File: src/rtl/shifter_pkg.sv
// Shared definitions for the pipelined barrel shifter: op encodings and width helper.
// Latency: n/a (package only).
// Backpressure: n/a (package only).
//
// Contents:
//   SHOP_*    : 2-bit operation encodings presented on in_op
//   amt_width : shift-amount width (and pipeline depth) for a given data width
package shifter_pkg;

  localparam logic [1:0] SHOP_SLL = 2'b00;
  localparam logic [1:0] SHOP_ROR = 2'b01;
  localparam logic [1:0] SHOP_SRL = 2'b10;
  localparam logic [1:0] SHOP_SRA = 2'b11;

  // One pipeline level per amount bit, so this is also the stage count.
  function automatic int amt_width(input int data_width);
    return $clog2(data_width);
  endfunction

endpackage

File: src/rtl/shifter_stage.sv
// One level of the barrel shifter: conditional shift by 2**LEVEL plus its pipeline register.
// Latency: 1 cycle (register at the output of the level mux).
// Backpressure: up_ready = !valid || down_ready; the register holds while downstream stalls.
//
// Ports:
//   clk, resetn, flush       : clock, async active-low reset, sync pipeline discard
//   up_valid/up_ready        : handshake with the previous level (or the block input)
//   up_data/amt/op/tag       : operation arriving from the previous level
//   down_ready               : ready of the next level (or out_ready for the last level)
//   valid/data/amt/op/tag    : registered contents of this level
module shifter_stage
  import shifter_pkg::*;
#(
  parameter int DATA_WIDTH = 32,
  parameter int TAG_WIDTH  = 4,
  parameter int LEVEL      = 0,
  localparam int AMT_W     = amt_width(DATA_WIDTH)
) (
  input  logic                  clk,
  input  logic                  resetn,
  input  logic                  flush,
  input  logic                  up_valid,
  output logic                  up_ready,
  input  logic [DATA_WIDTH-1:0] up_data,
  input  logic [AMT_W-1:0]      up_amt,
  input  logic [1:0]            up_op,
  input  logic [TAG_WIDTH-1:0]  up_tag,
  input  logic                  down_ready,
  output logic                  valid,
  output logic [DATA_WIDTH-1:0] data,
  output logic [AMT_W-1:0]      amt,
  output logic [1:0]            op,
  output logic [TAG_WIDTH-1:0]  tag
);

  localparam int SHIFT = 1 << LEVEL;

  logic [DATA_WIDTH-1:0] shifted;
  logic [DATA_WIDTH-1:0] level_out;

  // SRA fills with the current MSB; earlier levels already replicated the
  // sign bit, so this is always the original sign.
  always_comb begin
    shifted = up_data;
    case (up_op)
      SHOP_SLL: shifted = {up_data[DATA_WIDTH-1-SHIFT:0], {SHIFT{1'b0}}};
      SHOP_SRL: shifted = {{SHIFT{1'b0}}, up_data[DATA_WIDTH-1:SHIFT]};
      SHOP_SRA: shifted = {{SHIFT{up_data[DATA_WIDTH-1]}}, up_data[DATA_WIDTH-1:SHIFT]};
      default:  shifted = {up_data[SHIFT-1:0], up_data[DATA_WIDTH-1:SHIFT]};
    endcase
    level_out = up_amt[LEVEL] ? shifted : up_data;
  end

  // Ready chain: an empty level always accepts, a full one only if it drains.
  assign up_ready = !valid || down_ready;

  always_ff @(posedge clk or negedge resetn) begin
    if (!resetn) begin
      valid <= 1'b0;
      data  <= '0;
      amt   <= '0;
      op    <= '0;
      tag   <= '0;
    end else begin
      if (flush) begin
        valid <= 1'b0;
      end else if (up_ready) begin
        valid <= up_valid;
      end
      // Payload only moves on a real transfer; after a flush it may be stale.
      if (up_ready && up_valid) begin
        data <= level_out;
        amt  <= up_amt;
        op   <= up_op;
        tag  <= up_tag;
      end
    end
  end

endmodule

File: src/rtl/pipelined_shifter.sv
// Fully pipelined logarithmic barrel shifter (SLL/SRL/SRA/ROR) with a sideband tag.
// Latency: AMT_W cycles from input handshake to out_valid (5 at DATA_WIDTH=32); 1 op/cycle.
// Backpressure: combinational ready chain from out_ready, bubbles collapse; in_ready is low during flush.
//
// Ports:
//   clk, resetn          : clock, async active-low reset
//   flush                : discard every in-flight operation at the next edge
//   in_valid/in_ready    : input handshake; in_data, in_amt, in_op, in_tag carry the operation
//   out_valid/out_ready  : output handshake; out_data, out_tag carry the result
module pipelined_shifter
  import shifter_pkg::*;
#(
  parameter int DATA_WIDTH = 32,
  parameter int TAG_WIDTH  = 4,
  localparam int AMT_W     = amt_width(DATA_WIDTH)
) (
  input  logic                  clk,
  input  logic                  resetn,
  input  logic                  flush,
  input  logic                  in_valid,
  output logic                  in_ready,
  input  logic [DATA_WIDTH-1:0] in_data,
  input  logic [AMT_W-1:0]      in_amt,
  input  logic [1:0]            in_op,
  input  logic [TAG_WIDTH-1:0]  in_tag,
  output logic                  out_valid,
  input  logic                  out_ready,
  output logic [DATA_WIDTH-1:0] out_data,
  output logic [TAG_WIDTH-1:0]  out_tag
);

  localparam int L = AMT_W;

  // Index 0 is the block input, index k+1 is the register of level k.
  logic [L:0]            valid_chain;
  logic [L:0]            ready_chain;
  logic [DATA_WIDTH-1:0] data_chain [0:L];
  logic [AMT_W-1:0]      amt_chain  [0:L];
  logic [1:0]            op_chain   [0:L];
  logic [TAG_WIDTH-1:0]  tag_chain  [0:L];

  assign valid_chain[0] = in_valid;
  assign data_chain[0]  = in_data;
  assign amt_chain[0]   = in_amt;
  assign op_chain[0]    = in_op;
  assign tag_chain[0]   = in_tag;
  assign ready_chain[L] = out_ready;

  for (genvar k = 0; k < L; k++) begin : g_stage
    shifter_stage #(
      .DATA_WIDTH (DATA_WIDTH),
      .TAG_WIDTH  (TAG_WIDTH),
      .LEVEL      (k)
    ) u_stage (
      .clk        (clk),
      .resetn     (resetn),
      .flush      (flush),
      .up_valid   (valid_chain[k]),
      .up_ready   (ready_chain[k]),
      .up_data    (data_chain[k]),
      .up_amt     (amt_chain[k]),
      .up_op      (op_chain[k]),
      .up_tag     (tag_chain[k]),
      .down_ready (ready_chain[k+1]),
      .valid      (valid_chain[k+1]),
      .data       (data_chain[k+1]),
      .amt        (amt_chain[k+1]),
      .op         (op_chain[k+1]),
      .tag        (tag_chain[k+1])
    );
  end

  // Stage 0 sees in_valid directly; blocking in_ready during flush is what
  // keeps a flush-cycle input from counting as accepted.
  assign in_ready  = ready_chain[0] && !flush;

  assign out_valid = valid_chain[L];
  assign out_data  = data_chain[L];
  assign out_tag   = tag_chain[L];

  // The last level's amount and op have no consumer.
  logic unused_tail;
  assign unused_tail = ^{amt_chain[L], op_chain[L]};

endmodule

File: config.mk
export PLATFORM = sky130hd
export DESIGN_NAME = pipelined_shifter
export DESIGN_NICKNAME = d
export VERILOG_FILES = /design/src/rtl/shifter_pkg.sv /design/src/rtl/shifter_stage.sv /design/src/rtl/pipelined_shifter.sv
export SDC_FILE = /design/constraint.sdc
export NUM_CORES = 1
export LEC_CHECK = 0
export BUFFER_PORTS_ARGS = -buffer_cell sky130_fd_sc_hd__buf_4
export CAP_MARGIN = 10
export CORE_UTILIZATION = 50
export DETAILED_ROUTE_END_ITERATION = 7
export GPL_TIMING_DRIVEN = 0
export PLACE_DENSITY = 0.68
export SLEW_MARGIN = 20
export SYNTH_ARGS = -nofsm -noshare
export SYNTH_HDL_FRONTEND = slang
export SYNTH_SLANG_ARGS = --single-unit
File: constraint.sdc
create_clock -name clk -period 2.7 [get_ports clk]
set_input_delay 0.405 -clock clk [delete_from_list [all_inputs] [get_ports clk]]
set_output_delay 0.405 -clock clk [all_outputs]
set_load 0.02 [all_outputs]
==> results.cfg <==
[run_status]
status = complete, no violations

[power]
p_clk_frac = 0.262
combPwrFrac = 0.348
p_leak_uw = 0.005634
p_seq_frac = 0.390
power.ir.vdd_worst_mv = 0.4795
swShare = 0.3499
p_int_uw = 8373
power.switching_uw = 4507
power.density_mw_per_mm2 = 956.5

[timing]
maxSlewHeadroom = 0.5327
tightest_slew_ns = 0.7008
fin_skew_ns = 0.01375
setup_tns_ns = 0
grt_setup_unrepaired = false
setup_viol = 0
fmax_mhz = 429.2
fin_crit_ns = 2.330
hold_ws_ns = 0.1115
hold_viol_final = 0
period_share = 0.8630
maxSlewViolCount = 0
final.setup.worst_slack_ns = 0.3700

[setup_path]
timing.rr.end = g_stage[3].u_stage.data[31]
cp-start-kind = register
startpoint = g_stage[4].u_stage.valid
endpoint = in_ready
critPathArrivalTime_ns = 1.92
cp_max_fo = 7
slowest_stage = dfrtp_1
cp.depth = 5
path_cells = and4b_1 > buf_6 > and2_1 > nor2_1 > buf_4
r2r_slack_ns = 0.77
path_class = reg -> out
cpPeakStageDelay_ns = 0.47
cp-end-kind = output port
reg2reg_depth = 5
path_buf_inv = 2
r2r-start = g_stage[2].u_stage.op[1]
cpLargestDelayFamily = simple AND/OR/NAND/NOR gates
crit_required_ns = 2.30

[synthesis]
synth.most_common_cell = dfrtp_1
syn_area_mm2 = 0.01158
synth_top_area_cell = dfrtp_1
ys_types = 51
synth_flop_cell = dfrtp_1
synth_commonest_cells = dfrtp_1 (203), mux2_2 (145), nor2_1 (105), o21ai_0 (105), a31oi_1 (94)
async_flop_share = 1.000
ys_ff_latch = 203
ys_top_cells_by_area = dfrtp_1 (44%), mux2_2 (14%), or3b_2 (5.4%)
synth-edff-count = 0
postSynthCellCount = 1124
avgSynthCellArea_um2 = 10.31
yosys_warnings = 0
syn_nets = 1172
ys_seq_area_frac = 0.4385
synth_top_area_share = 0.4385

[finish]
final_layout_size_suffix_gt1_frac = 0.3379
nets = 1283
area_growth_pct = 16.23
fin_area_mm2 = 0.01347
diodes = 0

[floorplanning]
rows = 55
die_x_um = 154.2
fp.dieH_um = 154.2
top_level_ports = 86
coreArea_mm2 = 0.02271
initial_core_util = 0.5101
die_area_mm2 = 0.02378

[grt]
grt_pass1_wl_mm = 51.22
grt_overflow = 0
grt_max_degree = 89
antenna_found_initial = 0
grtUsageTotal = 0.2720
first_global_vias = 9316

[placement]
place_ws_ns = 0.7824
placed_cell_area_mm2 = 0.01262
place.gp.congestion = 0.9582
dp_hpwl_mm = 23.76
io_buffer_count = 82

[hold_path]
hold_class = in -> reg
hold_depth = 2
hp-start = flush

[route]
via_per_inst = 6.118
num_vias = 9404
routedWlPerCell_um = 20.68
postRouteAntennaNets = 0
route.detailed.drc = 0
first_pass_iters = 5
drt-total-wl_mm = 31.79
drt_first_iter_violations = 612

[clock_network]
root_buffer = clkbuf_16
cts_buffer_depth = 3
cts_resized = 0
cts_tree = yes
cts-buffers-inserted = 24
path_clk_slew_ns = 0.06
post_cts_buffers = 0
clock_insertion_delay_worst_skew_ns = 0.52
ctsHoldBuffers = 1
clock_sinks = 203
htreeDepth = 1

[job]
drv_cap = 0
-- routing by layer --
metal / share of wire / GRT usage
met1: 0.43 / 0.3461
met2: 0.49 / 0.4716
met3: 0.047 / 0.03446
met4: 0.034 / 0.1067
met5: 0 / 0
-- layout by cell type (no fill, tap or decap), types with 11 or more instances in the layout --
cell type and instances:
or3b_2 72, a22o_1 16, nand2b_1 18, o2bb2ai_1 19, o21a_1 14, inv_1 15, a21oi_1 21, a221oi_1 11
nor2_1 105, buf_2 18, o21ai_0 105, clkbuf_16 25, clkbuf_1 82, nand2_1 20, o211ai_1 19, dfrtp_1 203
a211oi_1 12, a31oi_1 94, mux2_2 145, buf_4 117, a2bb2oi_1 11
-- per-stage QoR --
stage          utilization  total power, uW  instances
6_report            0.5929            12880       1537
4_1_cts             0.5929            12900       1537
2_1_floorplan            -             7852       1124
3_5_place_dp        0.5557             9492       1493
5_1_grt             0.5929            13530       1537
3_3_place_gp        0.5529             9405       1491
-- cell families after synthesis --
group | after synthesis | share of synthesized area
AO/OA/AOI/OAI | 358 | 0.2047
AND/OR/NAND/NOR | 239 | 0.1219
flip-flops | 203 | 0.4385
multiplexers | 165 | 0.1633
buffers and inverters | 159 | 0.07161
-- power groups by stage --
stage / clock (uW) / combinational (uW) / sequential (uW)
2_1_floorplan: 0 / 3250 / 4600
3_3_place_gp: 0 / 4380 / 5030
3_5_place_dp: 0 / 4440 / 5050
4_1_cts: 3430 / 4470 / 5000
5_1_grt: 3550 / 4860 / 5120
6_report: 3370 / 4480 / 5030
-- worst min-delay path by stage --
stage	to	slack (ns)
floorplan	g_stage[0].u_stage.amt[1]	0.11
global placement	g_stage[1].u_stage.tag[2]	0.46
detailed placement	g_stage[4].u_stage.data[21]	0.32
CTS	g_stage[3].u_stage.valid	0.10
global route	g_stage[3].u_stage.valid	0.11
finish	g_stage[3].u_stage.valid	0.11
-- sequential cells by signal, indices dropped and copies added, names as in the netlist --
register	cells
g_stage.u_stage.op	8
g_stage.u_stage.amt	10
g_stage.u_stage.data	160
g_stage.u_stage.valid	5
g_stage.u_stage.tag	20
-- final cells by class --
| cell class | instances | area [um^2] |
|---|---|---|
| well taps | 285 | 356.6 |
| repair buffers | 85 | 688.2 |
| fillers | 2021 | 9244 |
| clock inverters | 11 | 143.9 |
| flip-flops and latches | 203 | 5080 |
| inverters | 16 | 60.06 |
| multi-input cells | 762 | 5675 |
| plain buffers | 143 | 769.5 |
| clock buffers | 32 | 691.9 |
Power figures use the tool's default switching activity.
